## src/rtl/cdb_flash_ctrl_if.sv

```systemverilog
// Host-side command/response handshake of the CDB parallel NOR flash engine.
// The host drives the command fields and the engine returns the response pulse.
interface cdb_flash_ctrl_if #(
    parameter int ADDR_W = 26,
    parameter int DATA_W = 16,
    parameter int LEN_W  = 8
);
    logic              cmd_valid;
    logic              cmd_ready;
    logic [1:0]        cmd_op;
    logic [ADDR_W-1:0] cmd_addr;
    logic [DATA_W-1:0] cmd_wdata;
    logic [LEN_W-1:0]  cmd_len;
    logic              rsp_valid;
    logic [DATA_W-1:0] rsp_rdata;
    logic              rsp_timeout;
    logic              busy;

    modport master (
        output cmd_valid, cmd_op, cmd_addr, cmd_wdata, cmd_len,
        input  cmd_ready, rsp_valid, rsp_rdata, rsp_timeout, busy
    );

    modport slave (
        input  cmd_valid, cmd_op, cmd_addr, cmd_wdata, cmd_len,
        output cmd_ready, rsp_valid, rsp_rdata, rsp_timeout, busy
    );
endinterface

```

## src/rtl/cdb_flash_ctrl.sv

```systemverilog
// Parallel NOR flash bus engine: single read/write, burst read and ready polling
// on the shared address/data bus, with every pin driven from a register.
module cdb_flash_ctrl #(
    parameter int ADDR_W        = 26,
    parameter int DATA_W        = 16,
    parameter int LEN_W         = 8,
    parameter int T_SETUP       = 1,
    parameter int T_PULSE       = 2,
    parameter int T_HOLD        = 1,
    parameter int READY_BLANK   = 4,
    parameter int READY_TIMEOUT = 65535
) (
    input  logic               clk_12mhz,
    input  logic               rst,
    cdb_flash_ctrl_if.slave    bus,
    output logic [ADDR_W-1:0]  a,
    output logic [DATA_W-1:0]  databus_o,
    output logic               databus_oe,
    input  logic [DATA_W-1:0]  databus_i,
    output logic               flash_nce,
    output logic               flash_noe,
    output logic               flash_nwe,
    input  logic               flash_ready
);
    localparam int MAX_A = (T_SETUP > T_PULSE) ? T_SETUP : T_PULSE;
    localparam int MAX_B = (T_HOLD > READY_TIMEOUT) ? T_HOLD : READY_TIMEOUT;
    localparam int MAX_C = (MAX_A > MAX_B) ? MAX_A : MAX_B;
    localparam int CNT_W = $clog2(MAX_C + 1);

    localparam logic [1:0] OP_READ  = 2'b00;
    localparam logic [1:0] OP_WRITE = 2'b01;
    localparam logic [1:0] OP_WAIT  = 2'b10;
    localparam logic [1:0] OP_BURST = 2'b11;

    typedef enum logic [2:0] {S_IDLE, S_SETUP, S_PULSE, S_HOLD, S_WAIT} state_t;

    state_t             state_reg;
    logic [CNT_W-1:0]   cnt_reg;
    logic [1:0]         op_reg;
    logic [LEN_W-1:0]   left_reg;
    logic [DATA_W-1:0]  cap_reg;
    logic [1:0]         rdy_sync_reg;
    logic               rdy_s;

    assign rdy_s = rdy_sync_reg[1];

    always_ff @(posedge clk_12mhz or posedge rst) begin
        if (rst) begin
            state_reg       <= S_IDLE;
            cnt_reg         <= '0;
            op_reg          <= OP_READ;
            left_reg        <= '0;
            cap_reg         <= '0;
            rdy_sync_reg    <= '0;
            a               <= '0;
            databus_o       <= '0;
            databus_oe      <= 1'b0;
            flash_nce       <= 1'b1;
            flash_noe       <= 1'b1;
            flash_nwe       <= 1'b1;
            bus.cmd_ready   <= 1'b1;
            bus.busy        <= 1'b0;
            bus.rsp_valid   <= 1'b0;
            bus.rsp_rdata   <= '0;
            bus.rsp_timeout <= 1'b0;
        end else begin
            rdy_sync_reg  <= {rdy_sync_reg[0], flash_ready};
            bus.rsp_valid <= 1'b0;
            case (state_reg)
                S_IDLE: begin
                    if (bus.cmd_valid && bus.cmd_ready) begin
                        op_reg        <= bus.cmd_op;
                        left_reg      <= bus.cmd_len;
                        a             <= bus.cmd_addr;
                        cnt_reg       <= CNT_W'(1);
                        bus.cmd_ready <= 1'b0;
                        bus.busy      <= 1'b1;
                        if (bus.cmd_op == OP_WAIT) begin
                            state_reg <= S_WAIT;
                        end else begin
                            state_reg <= S_SETUP;
                            flash_nce <= 1'b0;
                            if (bus.cmd_op == OP_WRITE) begin
                                databus_o  <= bus.cmd_wdata;
                                databus_oe <= 1'b1;
                            end
                        end
                    end
                end
                S_SETUP: begin
                    if (cnt_reg == CNT_W'(T_SETUP)) begin
                        state_reg <= S_PULSE;
                        cnt_reg   <= CNT_W'(1);
                        if (op_reg == OP_WRITE) flash_nwe <= 1'b0;
                        else                    flash_noe <= 1'b0;
                    end else begin
                        cnt_reg <= cnt_reg + CNT_W'(1);
                    end
                end
                S_PULSE: begin
                    // Sample on the last strobe cycle so the flash has had the full pulse width.
                    if (cnt_reg == CNT_W'(T_PULSE)) begin
                        cap_reg   <= databus_i;
                        flash_noe <= 1'b1;
                        flash_nwe <= 1'b1;
                        state_reg <= S_HOLD;
                        cnt_reg   <= CNT_W'(1);
                    end else begin
                        cnt_reg <= cnt_reg + CNT_W'(1);
                    end
                end
                S_HOLD: begin
                    if (cnt_reg == CNT_W'(T_HOLD)) begin
                        cnt_reg         <= CNT_W'(1);
                        bus.rsp_valid   <= 1'b1;
                        bus.rsp_timeout <= 1'b0;
                        if (op_reg != OP_WRITE) bus.rsp_rdata <= cap_reg;
                        if (op_reg == OP_BURST && left_reg != '0) begin
                            // Next burst word: nCE stays low, address wraps naturally.
                            left_reg  <= left_reg - LEN_W'(1);
                            a         <= a + ADDR_W'(1);
                            state_reg <= S_SETUP;
                        end else begin
                            state_reg     <= S_IDLE;
                            flash_nce     <= 1'b1;
                            databus_oe    <= 1'b0;
                            bus.cmd_ready <= 1'b1;
                            bus.busy      <= 1'b0;
                        end
                    end else begin
                        cnt_reg <= cnt_reg + CNT_W'(1);
                    end
                end
                S_WAIT: begin
                    // Ready is checked first so it wins over a coincident timeout.
                    if (cnt_reg > CNT_W'(READY_BLANK) && rdy_s) begin
                        state_reg       <= S_IDLE;
                        bus.rsp_valid   <= 1'b1;
                        bus.rsp_timeout <= 1'b0;
                        bus.cmd_ready   <= 1'b1;
                        bus.busy        <= 1'b0;
                    end else if (cnt_reg == CNT_W'(READY_TIMEOUT)) begin
                        state_reg       <= S_IDLE;
                        bus.rsp_valid   <= 1'b1;
                        bus.rsp_timeout <= 1'b1;
                        bus.cmd_ready   <= 1'b1;
                        bus.busy        <= 1'b0;
                    end else begin
                        cnt_reg <= cnt_reg + CNT_W'(1);
                    end
                end
                default: state_reg <= S_IDLE;
            endcase
        end
    end
endmodule

```

## src/flat_wrapper.sv

```systemverilog
// flat-port wrapper written by rule: the top's interface ports become plain ports
module cdb_flash_ctrl_flat 
#(
    parameter int ADDR_W        = 26,
    parameter int DATA_W        = 16,
    parameter int LEN_W         = 8,
    parameter int T_SETUP       = 1,
    parameter int T_PULSE       = 2,
    parameter int T_HOLD        = 1,
    parameter int READY_BLANK   = 4,
    parameter int READY_TIMEOUT = 65535
)
  (clk_12mhz, rst, a, databus_o, databus_oe, databus_i, flash_nce, flash_noe, flash_nwe, flash_ready, bus_cmd_valid, bus_cmd_op, bus_cmd_addr, bus_cmd_wdata, bus_cmd_len, bus_cmd_ready, bus_rsp_valid, bus_rsp_rdata, bus_rsp_timeout, bus_busy);
  cdb_flash_ctrl_if #(.ADDR_W(ADDR_W), .DATA_W(DATA_W), .LEN_W(LEN_W)) bus_i ();
  input  logic clk_12mhz;
  input  logic rst;
  output logic [ADDR_W-1:0] a;
  output logic [DATA_W-1:0] databus_o;
  output logic databus_oe;
  input  logic [DATA_W-1:0] databus_i;
  output logic flash_nce;
  output logic flash_noe;
  output logic flash_nwe;
  input  logic flash_ready;
  input wire logic [$bits(bus_i.cmd_valid)-1:0] bus_cmd_valid;
  input wire logic [$bits(bus_i.cmd_op)-1:0] bus_cmd_op;
  input wire logic [$bits(bus_i.cmd_addr)-1:0] bus_cmd_addr;
  input wire logic [$bits(bus_i.cmd_wdata)-1:0] bus_cmd_wdata;
  input wire logic [$bits(bus_i.cmd_len)-1:0] bus_cmd_len;
  output wire logic [$bits(bus_i.cmd_ready)-1:0] bus_cmd_ready;
  output wire logic [$bits(bus_i.rsp_valid)-1:0] bus_rsp_valid;
  output wire logic [$bits(bus_i.rsp_rdata)-1:0] bus_rsp_rdata;
  output wire logic [$bits(bus_i.rsp_timeout)-1:0] bus_rsp_timeout;
  output wire logic [$bits(bus_i.busy)-1:0] bus_busy;
  assign bus_i.cmd_valid = bus_cmd_valid;
  assign bus_i.cmd_op = bus_cmd_op;
  assign bus_i.cmd_addr = bus_cmd_addr;
  assign bus_i.cmd_wdata = bus_cmd_wdata;
  assign bus_i.cmd_len = bus_cmd_len;
  assign bus_cmd_ready = bus_i.cmd_ready;
  assign bus_rsp_valid = bus_i.rsp_valid;
  assign bus_rsp_rdata = bus_i.rsp_rdata;
  assign bus_rsp_timeout = bus_i.rsp_timeout;
  assign bus_busy = bus_i.busy;
  cdb_flash_ctrl #(.ADDR_W(ADDR_W), .DATA_W(DATA_W), .LEN_W(LEN_W), .T_SETUP(T_SETUP), .T_PULSE(T_PULSE), .T_HOLD(T_HOLD), .READY_BLANK(READY_BLANK), .READY_TIMEOUT(READY_TIMEOUT)) u_core (.clk_12mhz(clk_12mhz), .rst(rst), .bus(bus_i), .a(a), .databus_o(databus_o), .databus_oe(databus_oe), .databus_i(databus_i), .flash_nce(flash_nce), .flash_noe(flash_noe), .flash_nwe(flash_nwe), .flash_ready(flash_ready));
endmodule
```

## config.mk

```make
export PLATFORM = sky130hd
export DESIGN_NAME = cdb_flash_ctrl_flat
export DESIGN_NICKNAME = d
export VERILOG_FILES = /design/src/rtl/cdb_flash_ctrl_if.sv /design/src/rtl/cdb_flash_ctrl.sv /design/src/flat_wrapper.sv
export SDC_FILE = /design/constraint.sdc
export NUM_CORES = 1
export LEC_CHECK = 0
export ABC_AREA = 1
export CAP_MARGIN = 20
export CORE_UTILIZATION = 52
export DETAILED_ROUTE_END_ITERATION = 6
export DONT_BUFFER_PORTS = 1
export PLACE_DENSITY = 0.69
export SLEW_MARGIN = 20
export SYNTH_ARGS = -nofsm -noshare
export SYNTH_HDL_FRONTEND = slang
export SYNTH_SLANG_ARGS = --single-unit
```

## constraint.sdc

```tcl
create_clock -name clk_12mhz -period 4.15 [get_ports clk_12mhz]
set_input_delay 0.6225 -clock clk_12mhz [delete_from_list [all_inputs] [get_ports clk_12mhz]]
set_output_delay 0.6225 -clock clk_12mhz [all_outputs]
set_load 0.01 [all_outputs]
```

==> results of run 1 <==
[worst register-to-register path, delay by kind of cell (launching register included)]
kind	cells	cell delay, ps
AOI/OAI and AO/OA	1	70
buffers and inverters	4	1290
DFF	1	420
and+or+nand+nor	4	790
[cell type report]
| cell class | count | area, sq um |
|---|---|---|
| well taps | 168 | 210 |
| multi-input cells | 674 | 3240 |
| inverters | 79 | 302 |
| clock buffers | 22 | 484 |
| clock inverters | 10 | 204 |
| fillers | 1070 | 4850 |
| flip-flops and latches | 113 | 2830 |
| repair buffers | 4 | 33.8 |
[through the flow]
stage / hold WS [ps] / cell area [sq um] / utilization, %
final: 165 / 7310 / 60.1
after global routing: 207 / 7310 / 60.1
after CTS: 178 / 7300 / 60.0
after detailed placement: 337 / 6610 / 54.4
after global placement: 332 / 6610 / 54.4
after floorplan: 331 / 6550 / -
[synth_stat cells, types with 2 or more instances]
library cell,number
sky130_fd_sc_hd__xor2_1,7
sky130_fd_sc_hd__nor2_1,117
sky130_fd_sc_hd__a31oi_1,8
sky130_fd_sc_hd__o211ai_1,6
sky130_fd_sc_hd__nor3_1,5
sky130_fd_sc_hd__clkbuf_1,6
sky130_fd_sc_hd__dfrtp_1,109
sky130_fd_sc_hd__nand2_4,3
sky130_fd_sc_hd__or2_2,2
sky130_fd_sc_hd__nand2_1,310
sky130_fd_sc_hd__o21ai_0,32
sky130_fd_sc_hd__buf_2,14
sky130_fd_sc_hd__a21oi_1,17
sky130_fd_sc_hd__mux2_2,16
sky130_fd_sc_hd__buf_6,6
sky130_fd_sc_hd__o21bai_1,6
sky130_fd_sc_hd__o21ai_1,17
sky130_fd_sc_hd__o31ai_1,2
sky130_fd_sc_hd__nand4_1,17
sky130_fd_sc_hd__inv_1,72
sky130_fd_sc_hd__o21ai_2,10
sky130_fd_sc_hd__ha_1,6
sky130_fd_sc_hd__dfstp_2,4
sky130_fd_sc_hd__nand3_1,58
sky130_fd_sc_hd__nand3b_1,10
sky130_fd_sc_hd__nor2_2,3
sky130_fd_sc_hd__inv_2,6
sky130_fd_sc_hd__nand2_2,15
sky130_fd_sc_hd__nor2_4,2
[power groups by stage]
stage	Combinational (mW)	Sequential (mW)	Clock [mW]
5_1_grt	0.0608	1.11	1.77
6_report	0.0512	1.11	1.70
4_1_cts	0.0532	1.11	1.72
3_5_place_dp	0.0527	1.13	0
2_1_floorplan	0.0393	1.13	0
3_3_place_gp	0.0520	1.13	0
[final timing paths]
kind                                   startpoint                endpoint  slack [ps]
setup / recovery              u_core.state_reg[2]      u_core.left_reg[5]        1460
hold / removal                                rst    u_core.databus_o[11]         160
setup reg to reg              u_core.state_reg[2]      u_core.left_reg[5]        1460
hold reg to reg            u_core.rdy_sync_reg[0]  u_core.rdy_sync_reg[1]         340
max in group asynchronous                     rst    u_core.bus.cmd_ready        3060
min in group clk_12mhz                flash_ready  u_core.rdy_sync_reg[0]         240
[cell usage in the layout, fill, tap and decap left out, types with 2 or more instances in the layout]
cell type                   instances
sky130_fd_sc_hd__a21oi_1           17
sky130_fd_sc_hd__a31oi_1            8
sky130_fd_sc_hd__buf_4              3
sky130_fd_sc_hd__bufinv_16          6
sky130_fd_sc_hd__clkbuf_16         17
sky130_fd_sc_hd__clkbuf_8           4
sky130_fd_sc_hd__clkinv_2           3
sky130_fd_sc_hd__dfrtp_1          109
sky130_fd_sc_hd__dfstp_2            4
sky130_fd_sc_hd__ha_1               6
sky130_fd_sc_hd__inv_1             71
sky130_fd_sc_hd__inv_2              6
sky130_fd_sc_hd__inv_4              2
sky130_fd_sc_hd__mux2_2            16
sky130_fd_sc_hd__nand2_1          310
sky130_fd_sc_hd__nand2_2           15
sky130_fd_sc_hd__nand2_4            3
sky130_fd_sc_hd__nand3_1           58
sky130_fd_sc_hd__nand3b_1          10
sky130_fd_sc_hd__nand4_1           17
sky130_fd_sc_hd__nor2_1           117
sky130_fd_sc_hd__nor2_2             3
sky130_fd_sc_hd__nor2_4             2
sky130_fd_sc_hd__nor3_1             5
sky130_fd_sc_hd__o211ai_1           6
sky130_fd_sc_hd__o21ai_0           32
sky130_fd_sc_hd__o21ai_1           17
sky130_fd_sc_hd__o21ai_2           10
sky130_fd_sc_hd__o21bai_1           6
sky130_fd_sc_hd__o31ai_1            2
sky130_fd_sc_hd__or2_2              2
sky130_fd_sc_hd__xor2_1             7
[cell families (layout without fill, tap and decap cells)]
family / Yosys count / in the layout / synth area share [%]
and+or+nand+nor: 546 / 546 / 35.8
DFF: 113 / 113 / 43.3
buffers and inverters: 107 / 115 / 7.19
AOI/OAI and AO/OA: 98 / 98 / 8.75
muxes: 16 / 16 / 2.75
xor gates and xnor gates: 8 / 8 / 1.07
adders and majority gates: 6 / 6 / 1.15
[metal layers]
layer	vias up	global-route usage (%)	part of all wire (%)	wire length, um
li1	2860	-	-	-
met5	-	0	0.082	13
met1	2769	31.9	42	6740
met4	2	9.09	1.5	231
met2	231	41.1	47	7510
met3	23	7.94	8.8	1390
==> run summary, run 1 <==
## Run status
- **run status** finished, final reports clean

## Global routing
- **global-route congestion overflow total** 0
- **maximum number of pins on one net before global-route repair** 50
- **wire length of the first global-routing pass** 26000 um
- **antenna violations before repair** 1
- **overall track demand over capacity in global routing** 25.3%
- **via count of the first global-routing pass** 5532

## Logic synthesis
- **primary flip-flop cell chosen by synthesis mapping** sky130_fd_sc_hd__dfrtp_1
- **cell types with the largest area share after synthesis** sky130_fd_sc_hd__dfrtp_1, sky130_fd_sc_hd__nand2_1, sky130_fd_sc_hd__nor2_1
- **sequential share of the synthesized area** 43.3%
- **fraction of post-synthesis cell area in the top cell type by area** 41.7%
- **cell count after synthesis** 894
- **netlist area before placement** 0.00655 sq mm
- **dominant cell type by area after synthesis** sky130_fd_sc_hd__dfrtp_1
- **number of enable flip-flop cells after synthesis** 0
- **number of unique standard cell types used by synthesis** 37
- **Synth Register Bits** 113
- **synthesized net count** 972
- **post-synthesis area per instance** 7.32 sq um
- **proportion of synthesized flip-flops having asynchronous set or reset** 100%
- **warning count from the yosys run** 0

## Timing
- **share of the cycle needed by the critical path after routing** 64.8%
- **slew of the pin with the lowest slew margin** 1000 ps
- **unrepaired setup endpoints after global routing** no
- **clk_skew** 8.44 ps
- **Hold Violations, Final** 0
- **summed negative setup slack over all endpoints** 0 ps
- **Slew HR** 33.0%
- **setup violation total in the final timing report** 0
- **number of max-slew violations in the final report** 0
- **f_max** 372 MHz
- **worst-case setup margin in the final layout** 1460 ps
- **min cycle time layout** 2690 ps

## Placed design
- **number of cells after detailed placement** 1037
- **final HPWL from detailed placement** 11100 um
- **post-place setup slack** 935 ps
- **number of buffer cells added on primary ports** 0
- **final estimated routing congestion in global placement** 0.878

## Power
- **fraction of power consumed by the clock network** 59.3%
- **net switching power** 0.552 mW
- **Peak supply drop** 305 uV
- **sequential group share of total power** 38.9%
- **power density cells** 392 mW/mm^2
- **leakage component of the power** 3.55 nW
- **power consumption** 2.86 mW
- **total internal power** 2.31 mW
- **Switching Fraction** 19.3%
- **part of the total power dissipated in combinational logic** 1.8%

## Critical path
- **delay-heaviest family, CP** buffers and inverters
- **cell count along the critical path** 9
- **Critical-path top delay cell** sky130_fd_sc_hd__inv_2
- **data required time of the worst path** 4430 ps
- **worst-path maximum fanout** 49
- **max incr delay on CP** 660 ps
- **Crit Path Category** register to register
- **data arrival time at the worst-slack endpoint** 2970 ps
- **buffers and inverters on the worst path** 4
- **logic depth of the worst register-to-register path** 9
- **cell chain of the critical path** inv_2, nand3_1, buf_4, inv_2, nand2_1, nand3_4, inv_4, nand2_1, o21ai_1
- **critical path capture point type** register
- **Critical Path Start Type** register

## CTS
- **root cell of the clock tree** sky130_fd_sc_hd__clkbuf_16
- **Post-CTS Setup Inserts** 0
- **Clock Pin Slew Worst Setup and Hold Paths** 50 ps
- **number of buffers created by CTS** 17
- **level count of the clock H-tree** 4
- **Sinks on Clock Net** 113
- **CTS hold repair buffers** 0
- **TritonCTS clock tree** built
- **deepest clock path buffer count** 2
- **clock latency on the worst-skew pair** 410 ps
- **post-CTS resize count** 0

## Drt
- **number of vias after detailed routing** 5885
- **routed wire length per instance** 14.8 um
- **violation count after the first detailed-route iteration** 409
- **final wirelength** 15900 um
- **detailed-route DRC error count** 0
- **count of antenna-violating nets left after detailed routing** 0
- **routed vias/inst** 5.50
- **first-pass iteration count of the detailed router** 5

## Floorplanning
- **Placement Rows** 40
- **effective utilization at floorplan** 53.8%
- **Die Span Y** 114 um
- **die width** 114 um
- **Die Outline Area** 0.0130 sq mm
- **Core Region** 0.0122 sq mm
- **IO Count** 138

## Final layout
- **Largest register FFs** 26
- **top register by number of flip-flops** u_core.a
- **post-layout instance count excluding filler cells** 1070
- **area growth from synthesis to layout** 11.7%
- **fraction of layout cells with a size suffix above 1** 11.2%
- **number of nets in the layout** 967
- **Diodes inserted** 0

## Min path
- **worst hold path class** input pin to async pin

## Run
- **# Max-Cap Violations** 0

(Power assumes the default switching activity.)
==> run 2, diff against run 1 <==
--- a/config.mk
+++ b/config.mk
@@ -5,7 +5,7 @@
 export SDC_FILE = /design/constraint.sdc
 export NUM_CORES = 1
 export LEC_CHECK = 0
-export ABC_AREA = 1
+export ABC_AREA = 0
 export CAP_MARGIN = 20
 export CORE_UTILIZATION = 52
 export DETAILED_ROUTE_END_ITERATION = 6
==> constraint.sdc (replaced) <==
create_clock -name clk_12mhz -period 2.8 [get_ports clk_12mhz]
set_input_delay 0.42 -clock clk_12mhz [delete_from_list [all_inputs] [get_ports clk_12mhz]]
set_output_delay 0.42 -clock clk_12mhz [all_outputs]
set_load 0.01 [all_outputs]
==> run 2 against run 1 <==
  * Clock skew increased by 8.9 ps
  * Worst hold slack got worse by 120 ps
  * Design area down 12%
  * Wire length fell by 16%
  * Register-to-register slack worse by 1300 ps
  * Die area fell by 14%
  * Area after synthesis down 14%
  * Critical path type unchanged
  * Critical endpoint is now u_core.cnt_reg[12]
  * Highest routed layer is now met4
==> run summary, run 2 <==
## Critical path
- **Critical Path Start Type** register
- **max incr delay on CP** 560 ps
- **data arrival time at the worst-slack endpoint** 3080 ps
- **cell chain of the critical path** or4_4, o41a_1, o31a_2, or4_1, a21oi_1
- **Crit Path Category** register to register
- **critical path capture point type** register
- **worst-path maximum fanout** 17
- **r2r setup slk** 150 ps
- **data required time of the worst path** 3230 ps
- **Critical-path top delay cell** sky130_fd_sc_hd__or4_4

## Power
- **power density cells** 611 mW/mm^2
- **leakage component of the power** 2.82 nW
- **Peak supply drop** 459 uV

## Timing
- **min cycle time layout** 2650 ps
- **clk_skew** 17.4 ps
- **share of the cycle needed by the critical path after routing** 94.7%
- **f_max** 377 MHz
- **minimum hold slack** 47.5 ps
- **summed negative setup slack over all endpoints** 0 ps
- **unrepaired setup endpoints after global routing** no
- **Hold Violations, Final** 0
- **slew of the pin with the lowest slew margin** 686 ps
- **Slew HR** 54.1%
- **setup violation total in the final timing report** 0
- **number of max-slew violations in the final report** 0
- **worst-case setup margin in the final layout** 148 ps

## Final layout
- **fill cell count** 848
- **Diodes inserted** 0
- **area growth from synthesis to layout** 15.0%
- **Largest register FFs** 26
- **top library cells by usage in the layout, fill and taps aside** sky130_fd_sc_hd__dfrtp_1, sky130_fd_sc_hd__a21oi_1, sky130_fd_sc_hd__nand2_1
- **fraction of the core area covered by cells at the end of the flow** 62.1%
- **commonest non-fill, non-tap cell in the layout** sky130_fd_sc_hd__dfrtp_1
- **fraction of layout cells with a size suffix above 1** 17.9%
- **number of nets in the layout** 656
- **top register by number of flip-flops** u_core.a

## Logic synthesis
- **dominant cell type by area after synthesis** sky130_fd_sc_hd__dfrtp_1
- **leading cell type by number of instances after synthesis** sky130_fd_sc_hd__dfrtp_1
- **number of unique standard cell types used by synthesis** 58
- **cell types with the highest counts after synthesis** sky130_fd_sc_hd__dfrtp_1, sky130_fd_sc_hd__a21oi_1, sky130_fd_sc_hd__nand2_1, sky130_fd_sc_hd__mux2_2, sky130_fd_sc_hd__o21ai_0
- **proportion of synthesized flip-flops having asynchronous set or reset** 100%
- **netlist area before placement** 0.00562 sq mm
- **primary flip-flop cell chosen by synthesis mapping** sky130_fd_sc_hd__dfrtp_1
- **Synth Register Bits** 113
- **number of enable flip-flop cells after synthesis** 0
- **cell count after synthesis** 571
- **cell types with the largest area share after synthesis** sky130_fd_sc_hd__dfrtp_1, sky130_fd_sc_hd__mux2_2, sky130_fd_sc_hd__a21oi_1
- **warning count from the yosys run** 0
- **synthesized net count** 649
- **fraction of post-synthesis cell area in the top cell type by area** 48.5%
- **post-synthesis area per instance** 9.85 sq um
- **sequential share of the synthesized area** 50.4%

## Global routing
- **overall track demand over capacity in global routing** 24.6%
- **wire length of the first global-routing pass** 21400 um
- **global-route congestion overflow total** 0
- **maximum number of pins on one net before global-route repair** 74
- **antenna violations before repair** 0
- **via count of the first global-routing pass** 4265

## Min path
- **worst hold path class** input pin to register

## Placed design
- **final HPWL from detailed placement** 8980 um
- **final estimated routing congestion in global placement** 0.866
- **post-place setup slack** 105 ps
- **number of buffer cells added on primary ports** 0

## Drt
- **first-pass iteration count of the detailed router** 5
- **routed wire length per instance** 18.3 um
- **count of antenna-violating nets left after detailed routing** 0
- **routed vias/inst** 6.19
- **number of vias after detailed routing** 4501
- **final wirelength** 13300 um
- **detailed-route DRC error count** 0
- **violation count after the first detailed-route iteration** 409

## Floorplanning
- **Core Region** 0.0104 sq mm
- **Die Outline Area** 0.0112 sq mm
- **Die Span Y** 106 um
- **IO Count** 138
- **Placement Rows** 37
- **effective utilization at floorplan** 54.0%
- **die width** 106 um

## Run status
- **run status** finished, final reports clean

## CTS
- **Sinks on Clock Net** 113
- **number of buffers created by CTS** 17
- **root cell of the clock tree** sky130_fd_sc_hd__clkbuf_8
- **Clock Pin Slew Worst Setup and Hold Paths** 60 ps
- **clock latency on the worst-skew pair** 520 ps
- **level count of the clock H-tree** 4
- **deepest clock path buffer count** 2
- **TritonCTS clock tree** built

## Run
- **# Max-Cap Violations** 0

[run 2: cell count changes after synthesis, moves of 10 or more]
cell and delta:
sky130_fd_sc_hd__a21oi_1 +57, sky130_fd_sc_hd__and3_1 +10, sky130_fd_sc_hd__clkbuf_1 +21, sky130_fd_sc_hd__inv_1 -58, sky130_fd_sc_hd__mux2_2 +29, sky130_fd_sc_hd__nand2_1 -256
sky130_fd_sc_hd__nand2_2 -15, sky130_fd_sc_hd__nand3_1 -34, sky130_fd_sc_hd__nor2_1 -96, sky130_fd_sc_hd__o21ai_1 -17, sky130_fd_sc_hd__or3_1 +13
[run 2: metrics by stage]
stage / instances / instance area, sq um / power (mW)
CTS: 727 / 6470 / 4.00
finish: 727 / 6470 / 3.96
floorplan: 571 / 5630 / 1.74
global placement: 691 / 5810 / 1.75
global route: 727 / 6470 / 4.07
detailed placement: 691 / 5810 / 1.75
[run 2: area by class of cell]
type / count / area, sq um / area share, %
Timing Repair Buffer: 20 / 173 / 2.67
Multi-Input combinational cell: 412 / 2620 / 40.5
Clock buffer: 23 / 457 / 7.06
Tap cell: 136 / 170 / 2.63
Inverter: 14 / 56.3 / 0.870
Clock inverter: 9 / 159 / 2.46
Sequential cell: 113 / 2830 / 43.8
[run 2: cell families (layout without fill, tap and decap cells)]
group | count (synthesis) | count (layout) | share of synthesized area [%]
and+or+nand+nor | 185 | 185 | 17.2
AOI/OAI and AO/OA | 170 | 170 | 17.8
xor gates and xnor gates | 2 | 2 | 0.312
adders and majority gates | 6 | 6 | 1.33
buffers and inverters | 46 | 66 | 3.18
DFF | 113 | 113 | 50.4
muxes | 49 | 49 | 9.79
[run 2: report_power, final]
group	internal, mW	total [mW]	switching (mW)	leakage, nW
clock	1.49	2.23	0.731	0.296
combinational	0.0266	0.0716	0.0450	1.11
sequential	1.65	1.66	0.00869	1.41
[run 2: path summary, 6_finish.rpt]
check,from,end,depth (start not counted)
worst max-delay path,u_core.cnt_reg[6],u_core.cnt_reg[12],5
worst min-delay path,databus_i[9],u_core.cap_reg[9],1
worst max register to register,u_core.cnt_reg[6],u_core.cnt_reg[12],5
worst min register to register,u_core.rdy_sync_reg[0],u_core.rdy_sync_reg[1],0
max in group asynchronous,rst,u_core.left_reg[5],4
min in group asynchronous,rst,u_core.databus_o[3],2
[run 2: critical path: cells and delay by family (launching register included)]
family	cells	cell delay [ps]
AO/OA/AOI/OAI	3	1130
flip-flops	1	410
AND/OR/NAND/NOR	2	1050
[run 2: timing repair]
action | in CTS | in global routing
endpoints found under the setup margin | 0 | 2
endpoints found under the hold margin | 26 | 0
buffers inserted | 0 | 0
gates resized for setup | 0 | 1
hold buffers | 4 | 0
[run 2: routing by layer]
metal | up-vias | GRT usage [%] | wire, um
met1 | 2181 | 31.8 | 5600
met4 | 0 | 9.92 | 181
li1 | 2120 | - | -
met2 | 185 | 37.4 | 6300
met5 | - | 0 | 0
met3 | 15 | 9.14 | 1200
